File: src/rtl/psk_pkg.sv
// rtl/psk_pkg.sv - shared types, widths and sine table for psk_sample_gen
package psk_pkg;

  typedef enum logic {
    IDLE = 1'b0,
    RUN  = 1'b1
  } state_t;

  localparam int ACC_W  = 24;
  localparam int LUT_AW = 8;
  localparam int LUT_DW = 8;

  localparam logic [LUT_DW-1:0] MIDSCALE = 8'h80;
  localparam logic [LUT_AW-1:0] PHASE_PI = 8'd128;

  // round(127*sin(pi*i/128)) for i = 0..64; the full wave is folded from this quadrant
  function automatic logic [6:0] quarter_sine(input logic [6:0] i);
    logic [6:0] q;
    q = '0;
    case (i)
      7'd0:  q = 7'd0;
      7'd1:  q = 7'd3;
      7'd2:  q = 7'd6;
      7'd3:  q = 7'd9;
      7'd4:  q = 7'd12;
      7'd5:  q = 7'd16;
      7'd6:  q = 7'd19;
      7'd7:  q = 7'd22;
      7'd8:  q = 7'd25;
      7'd9:  q = 7'd28;
      7'd10: q = 7'd31;
      7'd11: q = 7'd34;
      7'd12: q = 7'd37;
      7'd13: q = 7'd40;
      7'd14: q = 7'd43;
      7'd15: q = 7'd46;
      7'd16: q = 7'd49;
      7'd17: q = 7'd51;
      7'd18: q = 7'd54;
      7'd19: q = 7'd57;
      7'd20: q = 7'd60;
      7'd21: q = 7'd63;
      7'd22: q = 7'd65;
      7'd23: q = 7'd68;
      7'd24: q = 7'd71;
      7'd25: q = 7'd73;
      7'd26: q = 7'd76;
      7'd27: q = 7'd78;
      7'd28: q = 7'd81;
      7'd29: q = 7'd83;
      7'd30: q = 7'd85;
      7'd31: q = 7'd88;
      7'd32: q = 7'd90;
      7'd33: q = 7'd92;
      7'd34: q = 7'd94;
      7'd35: q = 7'd96;
      7'd36: q = 7'd98;
      7'd37: q = 7'd100;
      7'd38: q = 7'd102;
      7'd39: q = 7'd104;
      7'd40: q = 7'd106;
      7'd41: q = 7'd107;
      7'd42: q = 7'd109;
      7'd43: q = 7'd111;
      7'd44: q = 7'd112;
      7'd45: q = 7'd113;
      7'd46: q = 7'd115;
      7'd47: q = 7'd116;
      7'd48: q = 7'd117;
      7'd49: q = 7'd118;
      7'd50: q = 7'd120;
      7'd51: q = 7'd121;
      7'd52: q = 7'd122;
      7'd53: q = 7'd122;
      7'd54: q = 7'd123;
      7'd55: q = 7'd124;
      7'd56: q = 7'd125;
      7'd57: q = 7'd125;
      7'd58: q = 7'd126;
      7'd59: q = 7'd126;
      7'd60: q = 7'd126;
      7'd61: q = 7'd127;
      7'd62: q = 7'd127;
      7'd63: q = 7'd127;
      7'd64: q = 7'd127;
      default: q = '0;
    endcase
    return q;
  endfunction

  // Offset-binary sine sample: odd quadrants mirror the index, the lower half negates
  function automatic logic [LUT_DW-1:0] sine_at(input logic [LUT_AW-1:0] k);
    logic [6:0] idx;
    logic [6:0] q;
    idx = k[6] ? (7'd64 - {1'b0, k[5:0]}) : {1'b0, k[5:0]};
    q   = quarter_sine(idx);
    return k[7] ? (MIDSCALE - {1'b0, q}) : (MIDSCALE + {1'b0, q});
  endfunction

endpackage

File: src/rtl/psk_sample_gen_sine_lut.sv
// rtl/psk_sample_gen_sine_lut.sv - dual-read registered-output 256x8 sine ROM
module sine_lut
  import psk_pkg::*;
(
  input  logic              clk,
  input  logic              i_rd,
  input  logic [LUT_AW-1:0] i_addr_a,
  input  logic [LUT_AW-1:0] i_addr_b,
  output logic [LUT_DW-1:0] o_data_a,
  output logic [LUT_DW-1:0] o_data_b
);

  logic [LUT_DW-1:0] r_data_a;
  logic [LUT_DW-1:0] r_data_b;

  always_ff @(posedge clk) begin
    if (i_rd) begin
      r_data_a <= sine_at(i_addr_a);
      r_data_b <= sine_at(i_addr_b);
    end
  end

  assign o_data_a = r_data_a;
  assign o_data_b = r_data_b;

endmodule

File: src/rtl/psk_sample_gen.sv
// rtl/psk_sample_gen.sv - 2PSK carrier sample generator with reference channel
module psk_sample_gen
  import psk_pkg::*;
#(
  parameter int DIV = 4,
  parameter int SPB = 125
) (
  input  logic             clk_16M,
  input  logic             rst,
  input  logic             en,
  input  logic [ACC_W-1:0] ftw,
  input  logic             bit_in,
  input  logic             bit_valid,
  output logic             bit_ready,
  output logic [15:0]      out_data,
  output logic             done,
  output logic             underrun
);

  localparam int DIV_W = $clog2(DIV);
  localparam int SPB_W = (SPB > 1) ? $clog2(SPB) : 1;
  localparam logic [DIV_W-1:0] DIV_LAST = DIV_W'(DIV - 1);
  localparam logic [SPB_W-1:0] SPB_LAST = SPB_W'(SPB - 1);

  state_t             r_state;
  logic [DIV_W-1:0]   r_div_cnt;
  logic [SPB_W-1:0]   r_samp_cnt;
  logic [ACC_W-1:0]   r_acc;
  logic               r_cur_bit;
  logic               r_next_bit;
  logic               r_next_full;
  logic               r_lut_valid;
  logic [15:0]        r_out_data;
  logic               r_done;
  logic               r_underrun;

  logic               w_run;
  logic               w_strobe;
  logic               w_boundary;
  logic               w_accept;
  logic [LUT_AW-1:0]  w_addr_a;
  logic [LUT_AW-1:0]  w_addr_b;
  logic [LUT_DW-1:0]  w_lut_a;
  logic [LUT_DW-1:0]  w_lut_b;

  // The cycle en is first seen high is spent entering RUN; counting starts after it
  assign w_run      = (r_state == RUN) && en;
  assign w_strobe   = w_run && (r_div_cnt == DIV_LAST);
  assign w_boundary = w_strobe && (r_samp_cnt == SPB_LAST);
  assign w_accept   = bit_valid && !r_next_full;

  assign w_addr_b = r_acc[ACC_W-1 -: LUT_AW];
  assign w_addr_a = w_addr_b + (r_cur_bit ? PHASE_PI : '0);

  sine_lut u_sine_lut (
    .clk      (clk_16M),
    .i_rd     (w_strobe),
    .i_addr_a (w_addr_a),
    .i_addr_b (w_addr_b),
    .o_data_a (w_lut_a),
    .o_data_b (w_lut_b)
  );

  always_ff @(posedge clk_16M) begin
    if (rst) begin
      r_state <= IDLE;
    end else begin
      r_state <= en ? RUN : IDLE;
    end
  end

  always_ff @(posedge clk_16M) begin
    if (rst || !w_run) begin
      r_div_cnt   <= '0;
      r_samp_cnt  <= '0;
      r_acc       <= '0;
      r_lut_valid <= 1'b0;
      r_done      <= 1'b0;
      r_out_data  <= {MIDSCALE, MIDSCALE};
    end else begin
      r_div_cnt   <= (r_div_cnt == DIV_LAST) ? '0 : r_div_cnt + DIV_W'(1);
      r_lut_valid <= w_strobe;
      r_done      <= r_lut_valid;
      if (r_lut_valid) begin
        r_out_data <= {w_lut_b, w_lut_a};
      end
      if (w_strobe) begin
        r_acc      <= r_acc + ftw;
        r_samp_cnt <= (r_samp_cnt == SPB_LAST) ? '0 : r_samp_cnt + SPB_W'(1);
      end
    end
  end

  // A full queue blocks accepts, so a boundary handover and an accept never collide
  always_ff @(posedge clk_16M) begin
    if (rst) begin
      r_cur_bit   <= 1'b0;
      r_next_bit  <= 1'b0;
      r_next_full <= 1'b0;
      r_underrun  <= 1'b0;
    end else begin
      r_underrun <= w_boundary && !r_next_full;
      if (w_boundary && r_next_full) begin
        r_cur_bit   <= r_next_bit;
        r_next_full <= 1'b0;
      end else if (w_accept) begin
        r_next_bit  <= bit_in;
        r_next_full <= 1'b1;
      end
    end
  end

  assign bit_ready = !r_next_full;
  assign out_data  = r_out_data;
  assign done      = r_done;
  assign underrun  = r_underrun;

endmodule
File: config.mk
export PLATFORM = sky130hd
export DESIGN_NAME = psk_sample_gen
export DESIGN_NICKNAME = d
export VERILOG_FILES = /design/src/rtl/psk_pkg.sv /design/src/rtl/psk_sample_gen_sine_lut.sv /design/src/rtl/psk_sample_gen.sv
export SDC_FILE = /design/constraint.sdc
export NUM_CORES = 1
export LEC_CHECK = 0
export CAP_MARGIN = 20
export CELL_PAD_IN_SITES_DETAIL_PLACEMENT = 1
export CELL_PAD_IN_SITES_GLOBAL_PLACEMENT = 1
export CORE_AREA = 2 2 200 104
export CTS_CLUSTER_SIZE = 10
export DETAILED_ROUTE_END_ITERATION = 8
export DIE_AREA = 0 0 202 106
export GPL_ROUTABILITY_DRIVEN = 1
export MAX_ROUTING_LAYER = met4
export PLACE_DENSITY_LB_ADDON = 0.08
export SYNTH_ARGS = -nofsm -noshare
export SYNTH_HDL_FRONTEND = slang
export SYNTH_HIERARCHICAL = 1
export SYNTH_SLANG_ARGS = --single-unit
File: constraint.sdc
create_clock -name clk_16M -period 9.3 [get_ports clk_16M]
set_clock_uncertainty 0.1 [all_clocks]
set_input_delay 1.86 -clock clk_16M [delete_from_list [all_inputs] [get_ports clk_16M]]
set_output_delay 1.86 -clock clk_16M [all_outputs]
set_load 0.005 [all_outputs]
Yosys cells after proc, flatten, opt, wreduce, memory -nomap -nowiden:

Memory sizes are Yosys's and may differ from the RTL's.
Cells that the tools add are included.

* add/sub/neg operators: 10
* multipliers: 0
* divide/modulo/power cells: 0
* magnitude comparators: 0
* eq/ne operators: 2
* shifts and indexed selects: 0
* mux-type cells: 9
* bitwise gates (word level): 1
* reductions and logical operators: 12

Operator list (number)
* two-way mux 7 bit: 5
* adder 24 bit: 1
* two-way mux 8 bit: 3
* adder 8 x 7 -> 8 bit (first input constant): 2
* subtractor 8 x 7 -> 8 bit (first input constant): 2
* subtractor 7 x 6 -> 7 bit (first input constant): 2
* adder 8 bit: 1
* adder 7 x 1 -> 7 bit (second input constant): 1
* == test 7 bit (second input constant): 1
* logical AND 1 bit: 6
* OR reduction 2 bit: 2
* adder 2 x 1 -> 2 bit (second input constant): 1
* == test 2 bit (second input constant): 1
* logical NOT 1 bit: 2
* AND reduction 2 bit: 1
* logical OR 1 bit: 1
* two-way mux 1 bit: 1
* NOT 1 bit: 1

* bits in registers: 72
* latch bits: 0
* bits in writable memories: 0
* memory bits (read-only): 1792
* bits of input ports: 29
* output and inout port bits: 19
* logic and storage cells: 49
* memories kept: 2

Memory list
* (name not given): words 128, bits a word 7, rd ports 1, clocked after memory_dff 0, wr ports 0, line psk_pkg.sv:20 `case (i)`
* (name not given): words 128, bits a word 7, rd ports 1, clocked after memory_dff 0, wr ports 0, line psk_pkg.sv:20

Logic depth before layout (Yosys ltp):

Gate-level depths: netlist (run 1).
An unclocked memory read counts as a cell.

* depth in word-level cells: 8
* mapped depth: 18
* mapped depth without buffers: 16

By module:

The synthesis (run 1) kept the hierarchy.

Modules (own cells, without submodules)
* psk_sample_gen: times used 1, cells each 404, area an instance 3335.7 um^2, seq. area each 1121.1 um^2
* sine_lut: times used 1, cells each 419, area an instance 3198.1 um^2, seq. area each 480.5 um^2

Worst setup path after synthesis (run 1):

No wires, ideal clock.

* path kind: reg2reg
* from: register r_acc[16]
* to: register u_sine_lut.r_data_b[5] (netlist: u_sine_lut/o_data_b[5]) (data pin)
* setup time: 0.270 ns
* arrival time: 3.701 ns
* data required time: 8.930 ns
* setup slack: 5.230 ns
* stages on the path, launching flop included: 16
* path buffers: 1
* clock period less this slack: 4.070 ns
* cell sequence: dfxtp_1 buf_2 inv_1 ha_1 nand2_1 a21boi_1 inv_2 ha_1 inv_1 o22ai_1 a211o_1 o32ai_1 a22oi_1 o31a_1 o41ai_2 xor2_1

* cells in the longest elaborated chain, start to end: 6
* elaborated cells on any way between the ends: 7
* those cells by class: 3 x add/sub; 3 x mux; 1 x memory

Ends and longest elaborated chain
* start, declared: line psk_sample_gen.sv:28 `logic [ACC_W-1:0] r_acc;`
* start signal, assigned: line psk_sample_gen.sv:88 `r_acc <= r_acc + ftw;`
* subtractor 7 x 6 -> 7 bit: line psk_pkg.sv:95 `idx = k[6] ? (7'd64 - {1'b0, k[5:0]}) : {1'b0, k[5:0]};`
* two-way mux 7 bit (*): line psk_pkg.sv:95
* memory (128 x 7 bit) (*)
* two-way mux 7 bit (*): line psk_sample_gen_sine_lut.sv:17 `if (i_rd) begin`
* adder 8 x 7 -> 8 bit or subtractor 8 x 7 -> 8 bit (tied branches): line psk_pkg.sv:97 `return k[7] ? (MIDSCALE - {1'b0, q}) : (MIDSCALE + {1'b0, q});`
* two-way mux 8 bit (*): line psk_pkg.sv:97
* end signal, assigned: line psk_sample_gen_sine_lut.sv:19 `r_data_b <= sine_at(i_addr_b);`
* end, declared: line psk_sample_gen_sine_lut.sv:14 `logic [LUT_DW-1:0] r_data_b;`

Mark *: on every way between the ends. The rest lies on a longest branch, timed or not. The select of a mux whose other input is x is not followed.
A chain may end at the register's enable or synchronous reset.

Worst setup path after layout (run 1):

* from: register r_acc[16]
* to: register u_sine_lut.r_data_a[6] (netlist: u_sine_lut/o_data_a[6]) (data pin)

* cells in the longest elaborated chain, start to end: 7
* elaborated cells on any way between the ends: 8
* those cells by class: 4 x add/sub; 3 x mux; 1 x memory

Ends and longest elaborated chain
* adder 8 bit (*): line psk_sample_gen.sv:53 `assign w_addr_a = w_addr_b + (r_cur_bit ? PHASE_PI : '0);`
* subtractor 7 x 6 -> 7 bit: line psk_pkg.sv:95
* two-way mux 7 bit: line psk_pkg.sv:95
* memory (128 x 7 bit)
* two-way mux 7 bit: line psk_sample_gen_sine_lut.sv:17
* adder 8 x 7 -> 8 bit or subtractor 8 x 7 -> 8 bit (tied branches): line psk_pkg.sv:97
* two-way mux 8 bit (*): line psk_pkg.sv:97
* end signal, assigned: line psk_sample_gen_sine_lut.sv:18 `r_data_a <= sine_at(i_addr_a);`
* end, declared: line psk_sample_gen_sine_lut.sv:13 `logic [LUT_DW-1:0] r_data_a;`

Marks and branches as above.

==> results of run 1 <==
[worst paths after layout]
check                             startpoint                endpoint  cells past startpoint
worst max register to register     r_acc[16]  u_sine_lut/o_data_a[6]                     15
worst min register to register  r_div_cnt[0]            r_div_cnt[0]                      1
worst min-delay path            r_div_cnt[0]            r_div_cnt[0]                      1
worst max-delay path               r_acc[16]  u_sine_lut/o_data_a[6]                     15
[logic make-up after synthesis]
group	after synthesis	synth area share
AND/OR/NAND/NOR	288	0.226
AO/OA/AOI/OAI	269	0.287
buffers and inverters	83	0.0557
flip-flops	72	0.245
adder cells (fa/ha/maj)	47	0.0912
XOR/XNOR	38	0.0532
multiplexers	26	0.0410
[routing by layer]
layer | track usage | part of all wire | vias to the layer above
met5 | - | 0 | -
met4 | 0.0520 | 0.011 | 0
met3 | 0.0331 | 0.051 | 22
met2 | 0.285 | 0.38 | 170
met1 | 0.347 | 0.56 | 3208
li1 | - | - | 3128
[area by class of cell]
| type | instances | area [sq um] | area share |
|---|---|---|---|
| clock buffer | 11 | 264 | 0.0351 |
| clock inverter | 5 | 61.3 | 0.00816 |
| inverter | 31 | 116 | 0.0155 |
| multi-input combinational | 668 | 4580 | 0.609 |
| sequential | 72 | 1600 | 0.213 |
| tap | 273 | 342 | 0.0455 |
| timing repair buffer | 58 | 553 | 0.0736 |
[metrics by stage]
stage / hold WS [ps] / instance area [sq um]
final: 333 / 7510
after global placement: 320 / 7190
after detailed placement: 327 / 7190
after global routing: 361 / 7510
after floorplan: 308 / 6530
after CTS: 336 / 7510
[worst max-delay path: stages (launching register included)]
cell and delay, ps:
dfxtp_1 350, buf_4 410, inv_1 240, ha_1 390
nand2_1 80, o21ai_1 390, inv_1 390, ha_1 300
o21ai_0 180, a21oi_1 100, a221oi_1 620, a211o_1 280
and2_1 170, ha_1 210, a41oi_1 130, xor2_1 170
[registers in the layout (all words and copies together), names as in the netlist]
name,count
r_cur_bit,1
r_div_cnt,2
u_sine_lut/o_data_a,8
out_data,16
r_lut_valid,1
underrun,1
r_state,1
u_sine_lut/o_data_b,8
done,1
r_next_full,1
r_samp_cnt,7
r_acc,24
r_next_bit,1
[report_power, final]
part | switching (mW) | internal, mW
Combinational | 0.0218 | 0.0193
Clock | 0.145 | 0.233
Sequential | 0.000813 | 0.319
Total | 0.168 | 0.571
[placed cells by master (no fill, tap or decap), drive strengths merged, types with 5 or more instances in the layout]
cell type,instances
a211oi,9
a21boi,6
a21o,7
a21oi,60
a221oi,7
a311o,6
a31oi,19
and2,9
and3,6
buf,11
clkbuf,11
clkdlybuf4s50,47
dfxtp,56
edfxtp,16
ha,46
inv,32
mux2i,23
nand2,82
nand2b,18
nand3,27
nand4,17
nor2,58
nor2b,10
nor3,18
nor3b,9
o211ai,14
o21a,5
o21ai,58
o21bai,5
o22ai,5
o311ai,5
o31ai,14
or3,7
xnor2,25
xor2,13
==> flow_summary.ini, run 1 <==
[global_routing]
grt_pass1_wl_um = 36000
grt_pass1_vias = 6352
grt.total_usage = 0.221
globalRouteOverflowTotal = 0
grt_max_degree = 50
antenna_found_initial = 0

[min_path]
hold_class = register to register

[synthesis]
async_reset_ff_frac = 0
synth_ff_type = dfxtp_1
yosysWarnings = 6
avgSynthCellArea_sq_um = 7.94
synth_top_area_frac = 0.172
synth_fp_nets = 899
yosys.cell_count.top_type = nand2_1
synthTopCellsByArea = dfxtp_1, ha_1, edfxtp_1
synthCells = 823
yosys-top-cells-count = nand2_1, a21oi_1, nor2_1
synth_seq_cells = 72
yosys.area.top_type = dfxtp_1
yosys.cell_types.count = 92
synth-edff-count = 16
yosysSeqAreaShare = 0.245
synth_area_sq_um = 6530

[floorplanning]
num_rows = 37
die_area_sq_um = 21400
die_h_um = 106
die_x_um = 202
io_pins = 48
start_util = 0.329
design.core.area_sq_um = 19900

[place]
dp.cells = 1102
place_ws_ps = 4600
dpl.hpwl_um = 17000
gp_congestion = 0.875
port_buffers = 47

[cells_and_area]
final_cells = 1118
final_core_util = 0.378
layout-drive-gt1-share = 0.0663
fillCellCount = 2370
nNetsFinal = 916
diodes = 0
area_delta_synth_final_pct = 15.0

[cts]
clock_sinks = 72
insertion_delay_ps = 350
cts.path.max_buffers = 2
cts_setup_buffers = 0
cts_tree = yes
cts_hold_buf = 0
ctsResizeCount = 0
numCtsBuffers = 9
clk_pin_slew_worst_paths_ps = 60
htree_levels = 3
root_buffer = clkbuf_16

[pwr]
p_leak_nw = 2.60
ir_worst_vdd_mv = 0.0585
totalPowerFinal_mw = 0.739
powerDensity_nw_per_um2 = 98.3

[routing]
drt_first_pass_iters = 5
drt_wl_total_um = 22500
first_iter_violations = 551
ant_nets = 0
vias = 6528
wl_per_cell_um = 20.1
via_per_inst = 5.84
drcViolationCount = 0

[sta]
fin_crit_sh = 0.516
grt_setup_unrepaired = false
hold_viol = 0
slew_viol_final = 0
setup-violations-final = 0
finalCriticalPeriod_ps = 4800
slew-limit-headroom = 0.250
setup_slack_ps = 4500
tightest_slew_ps = 1120
tns_ps = 0
max_freq_mhz = 208

[worst_setup_path]
start_kind = register
regToRegSetupSlack_ps = 4500
cp_max_fo = 31
cp.required_ps = 9290
worstPathArrival_ps = 4780
critPathCaptureType = register
path_class = register to register

[job]
maxCapViolCount = 0

[run_status]
status = complete, no violations
No activity file was read; power rests on OpenSTA's default activity.
==> run 2: changes to the inputs <==
==> constraint.sdc (replaced) <==
create_clock -name clk_16M -period 4.96 [get_ports clk_16M]
set_clock_uncertainty 0.1 [all_clocks]
set_input_delay 0.992 -clock clk_16M [delete_from_list [all_inputs] [get_ports clk_16M]]
set_output_delay 0.992 -clock clk_16M [all_outputs]
set_load 0.005 [all_outputs]
==> run 2 against run 1 <==
  * Utilization is essentially flat
  * Global-route usage grew 0.94 points
  * Sequential cell count is the same
  * Sequential share of layout area is essentially flat
  * Hold slack gained 13 ps
  * Setup slack lost 4000 ps
  * Fmax grew 7.9%
==> flow_summary.ini, run 2 (same netlist as run 1, synthesis figures left out) <==
[worst_setup_path]
endpoint = u_sine_lut/o_data_b[5]
critPathLaunch = r_acc[16]
critPathCaptureType = register
worstPathArrival_ps = 4440
r2r_start = r_acc[16]
cp.required_ps = 4950
cp_max_fo = 9
regToRegSetupSlack_ps = 510
start_kind = register
r2r_cells = 14
path_class = register to register
reg2reg_to = u_sine_lut/o_data_b[5]

[cts]
cts_hold_buf = 0
ctsResizeCount = 0
clk_pin_slew_worst_paths_ps = 60
clock_sinks = 72
numCtsBuffers = 9
root_buffer = clkbuf_16
cts.path.max_buffers = 2
insertion_delay_ps = 350
cts_setup_buffers = 0
htree_levels = 3
cts_tree = yes

[sta]
setup-violations-final = 0
grt_setup_unrepaired = false
setup_slack_ps = 512
tns_ps = 0
tightest_slew_ps = 1100
hold_viol = 0
hold_ws_ps = 346
slew-limit-headroom = 0.263
finalCriticalPeriod_ps = 4450
fin_crit_sh = 0.897
max_freq_mhz = 225
slew_viol_final = 0

[place]
port_buffers = 47
dpl.hpwl_um = 18100
dp.cells = 1110
place_ws_ps = 664
gp_congestion = 0.877
placed_cell_area_sq_um = 7240

[cells_and_area]
layout-drive-gt1-share = 0.0738
mostFrequentLayoutCell = nand2_1
final_cells = 1127
final_cell_mix = nand2_1, a21oi_1, nor2_1
diodes = 0
nNetsFinal = 925
fin_area_sq_um = 7520
final_core_util = 0.379
regMostFlops = r_acc
largest_reg_flops = 24
area_delta_synth_final_pct = 15.1

[pwr]
swShare = 0.244
p_int_mw = 0.975
comb_power_share = 0.060
p_leak_nw = 2.61
ir_worst_vdd_mv = 0.151
totalPowerFinal_mw = 1.29
clockPowerShare = 0.475
powerDensity_nw_per_um2 = 171
power.switching_mw = 0.314
pwr-share-seq = 0.465

[global_routing]
grt.total_usage = 0.230
grt_pass1_vias = 6500
antenna_found_initial = 0
globalRouteOverflowTotal = 0
grt_pass1_wl_um = 37600
grt_max_degree = 31

[floorplanning]
die_area_sq_um = 21400
design.core.area_sq_um = 19900
die_x_um = 202
num_rows = 37
io_pins = 48
die_h_um = 106
start_util = 0.329

[job]
maxCapViolCount = 0

[min_path]
hold_class = register to register

[routing]
drt_wl_total_um = 23500
vias = 6555
wl_per_cell_um = 20.9
drt_first_pass_iters = 5
ant_nets = 0
drcViolationCount = 0
first_iter_violations = 533
via_per_inst = 5.82

[run_status]
status = complete, no violations
==> run 2: worst min path at each step <==
stage                 start           end  slack (ps)  cells after the start
2_1_floorplan  r_div_cnt[0]  r_div_cnt[0]         310                      1
3_3_place_gp   r_div_cnt[0]  r_div_cnt[0]         320                      1
3_5_place_dp   r_div_cnt[0]  r_div_cnt[0]         340                      1
4_1_cts        r_div_cnt[0]  r_div_cnt[0]         350                      1
5_1_grt        r_div_cnt[0]  r_div_cnt[0]         370                      1
6_report       r_div_cnt[0]  r_div_cnt[0]         350                      1
==> run 2: power groups by stage <==
| stage | combinational [mW] | sequential, mW | clock [mW] |
|---|---|---|---|
| floorplan | 0.0386 | 0.612 | 0 |
| global placement | 0.0742 | 0.612 | 0 |
| detailed placement | 0.0761 | 0.612 | 0 |
| CTS | 0.0769 | 0.599 | 0.640 |
| global route | 0.0836 | 0.599 | 0.667 |
| finish | 0.0772 | 0.599 | 0.613 |
==> run 2: cell type report <==
class / count / area, sq um
Fill cell: 2392 / 12300
Multi-Input combinational cell: 668 / 4570
Sequential cell: 72 / 1600
Timing Repair Buffer: 67 / 621
Tap cell: 273 / 342
Clock buffer: 10 / 229
Inverter: 31 / 116
Clock inverter: 6 / 43.8
==> run 2: worst max-delay path, stage by stage (launching register included) <==
cell and delay (ps):
dfxtp_1 360, inv_1 150, ha_1 410, nand2_1 90, a21boi_1 640, inv_2 210
ha_1 350, inv_1 180, o22ai_1 110, a211o_1 300, o32ai_1 280, a22oi_1 270
o31a_1 390, o41ai_2 250, xor2_1 110
==> run 2: metal layers <==
layer  routed length, um  GRT usage  vias to the layer above
met1               13400      0.359                     3247
met4                 201     0.0504                        0
met3                1060     0.0438                       14
li1                    -          -                     3149
met5                   0          -                        -
met2                8880      0.294                      145
==> run 3: changes to the inputs <==
--- a/config.mk
+++ b/config.mk
@@ -13,8 +13,10 @@
 export DETAILED_ROUTE_END_ITERATION = 8
 export DIE_AREA = 0 0 202 106
 export GPL_ROUTABILITY_DRIVEN = 1
+export GPL_TIMING_DRIVEN = 0
 export MAX_ROUTING_LAYER = met4
 export PLACE_DENSITY_LB_ADDON = 0.08
+export SLEW_MARGIN = 25
 export SYNTH_ARGS = -nofsm -noshare
 export SYNTH_HDL_FRONTEND = slang
 export SYNTH_HIERARCHICAL = 1
==> run 3 against run 2 <==
  * Non-clock buffer count grew 31
  * Wire length is 3.7% higher
  * Register-to-register slack lost 240 ps
  * Cell count up 2.8%
  * Sequential power hardly changed
  * Critical endpoint unchanged
==> flow_summary.ini, run 3 (same netlist as run 1, synthesis figures left out) <==
[floorplanning]
start_util = 0.329
io_pins = 48
die_x_um = 202
design.core.area_sq_um = 19900
num_rows = 37
die_h_um = 106
die_area_sq_um = 21400

[global_routing]
grt_pass1_vias = 6772
grt_max_degree = 21
grt.total_usage = 0.241
antenna_found_initial = 0
grt_pass1_wl_um = 39200
globalRouteOverflowTotal = 0

[sta]
tightest_slew_ps = 1020
setup-violations-final = 0
fin_crit_sh = 0.945
grt_setup_unrepaired = true
hold_viol = 0
slew_viol_final = 0
slew-limit-headroom = 0.307
setup_slack_ps = 273
max_freq_mhz = 213
finalCriticalPeriod_ps = 4690

[cts]
cts_setup_buffers = 0
root_buffer = clkbuf_16
cts_tree = yes
numCtsBuffers = 9
insertion_delay_ps = 360
cts.path.max_buffers = 2
cts_hold_buf = 0
clk_pin_slew_worst_paths_ps = 60
clock_sinks = 72
htree_levels = 3

[place]
gp_congestion = 0.925
dpl.hpwl_um = 19100
placed_cell_area_sq_um = 7350
port_buffers = 47
place_ws_ps = -614

[pwr]
ir_worst_vdd_mv = 0.171
p_leak_nw = 2.70
powerDensity_nw_per_um2 = 176

[worst_setup_path]
path_buf_inv = 4
critPathTopFamily = compound AO/OA/AOI/OAI gates
cp.required_ps = 4930
start_kind = register
path_class = register to register
critPathCaptureType = register
crit_chain = clkbuf_4 > inv_1 > ha_1 > nand2_1 > a21boi_4 > inv_2 > ha_1 > inv_1 > o22ai_1 > a211o_1 > o32ai_1 > a22oi_2 > o31a_1 > o41ai_2 > xor2_1
worstPathArrival_ps = 4660
cp_max_fo = 14
crit_slowest_cell = dfxtp_4
cpPeakStageDelay_ps = 530

[cells_and_area]
area_delta_synth_final_pct = 17.3
multi_input_area_sq_um = 4590
final_cell_mix = nand2_1, a21oi_1, nor2_1
regMostFlops = r_acc
fillCellCount = 2389
largest_reg_flops = 24
nNetsFinal = 956
fin_area_sq_um = 7670
layout-drive-gt1-share = 0.0904
seqCellArea_sq_um = 1610
diodes = 0
mostFrequentLayoutCell = nand2_1
final_core_util = 0.386

[routing]
drcViolationCount = 0
ant_nets = 0
wl_per_cell_um = 21.1
drt_wl_total_um = 24400
first_iter_violations = 507
vias = 6824
drt_first_pass_iters = 5
via_per_inst = 5.89

[run_status]
status = complete, no violations

[job]
maxCapViolCount = 0

[min_path]
hold_class = register to register
[run 3: cell types whose count changed in the layout (fill, tap and decap cells not counted), moves of 2 or more]
cell / before / now
clkbuf_2: 0 / 3
buf_2: 0 / 23
buf_4: 20 / 2
buf_6: 0 / 2
clkbuf_1: 1 / 18
dfxtp_1: 56 / 54
buf_1: 0 / 2
[run 3: area by class of cell]
type	count	share of cell area
multi-input cells	668	0.598
flip-flops and latches	72	0.210
repair buffers	47	0.0614
well taps	273	0.0445
plain buffers	51	0.0326
clock buffers	9	0.0294
inverters	31	0.0152
clock inverters	7	0.00914
[run 3: timing repair]
| action | 4_1_cts | 5_1_grt |
|---|---|---|
| gates resized for setup | 4 | 7 |
| endpoints found under the setup margin | 11 | 10 |
| pin swaps | 0 | 0 |
[run 3: worst paths after layout]
check,startpoint,end,slack (ps),cells past startpoint
hold / removal,r_div_cnt[0],r_div_cnt[0],350,1
setup / recovery,r_acc[16],u_sine_lut/o_data_b[5],270,15
setup reg to reg,r_acc[16],u_sine_lut/o_data_b[5],270,15
hold reg to reg,r_div_cnt[0],r_div_cnt[0],350,1
[run 3: power by group]
part           internal, mW  switching [mW]
logic                0.0371          0.0427
clock network         0.390           0.281
registers             0.597         0.00155
[run 3: metal layers]
metal  track usage  routed length, um
met4        0.0425                250
met5             -                  0
met3        0.0432               1490
met2         0.317               9370
met1         0.374              13300
[run 3: stage by stage]
stage                     TNS, ps  total power, mW  instances  hold slack [ps]
after detailed placement    -4100            0.691       1143              343
after global routing        -10.6             1.40       1158              366
after global placement      -3600            0.688       1143              317
final                           0             1.35       1158              347
after floorplan                 0            0.650        823              308
after CTS                       0             1.37       1159              351
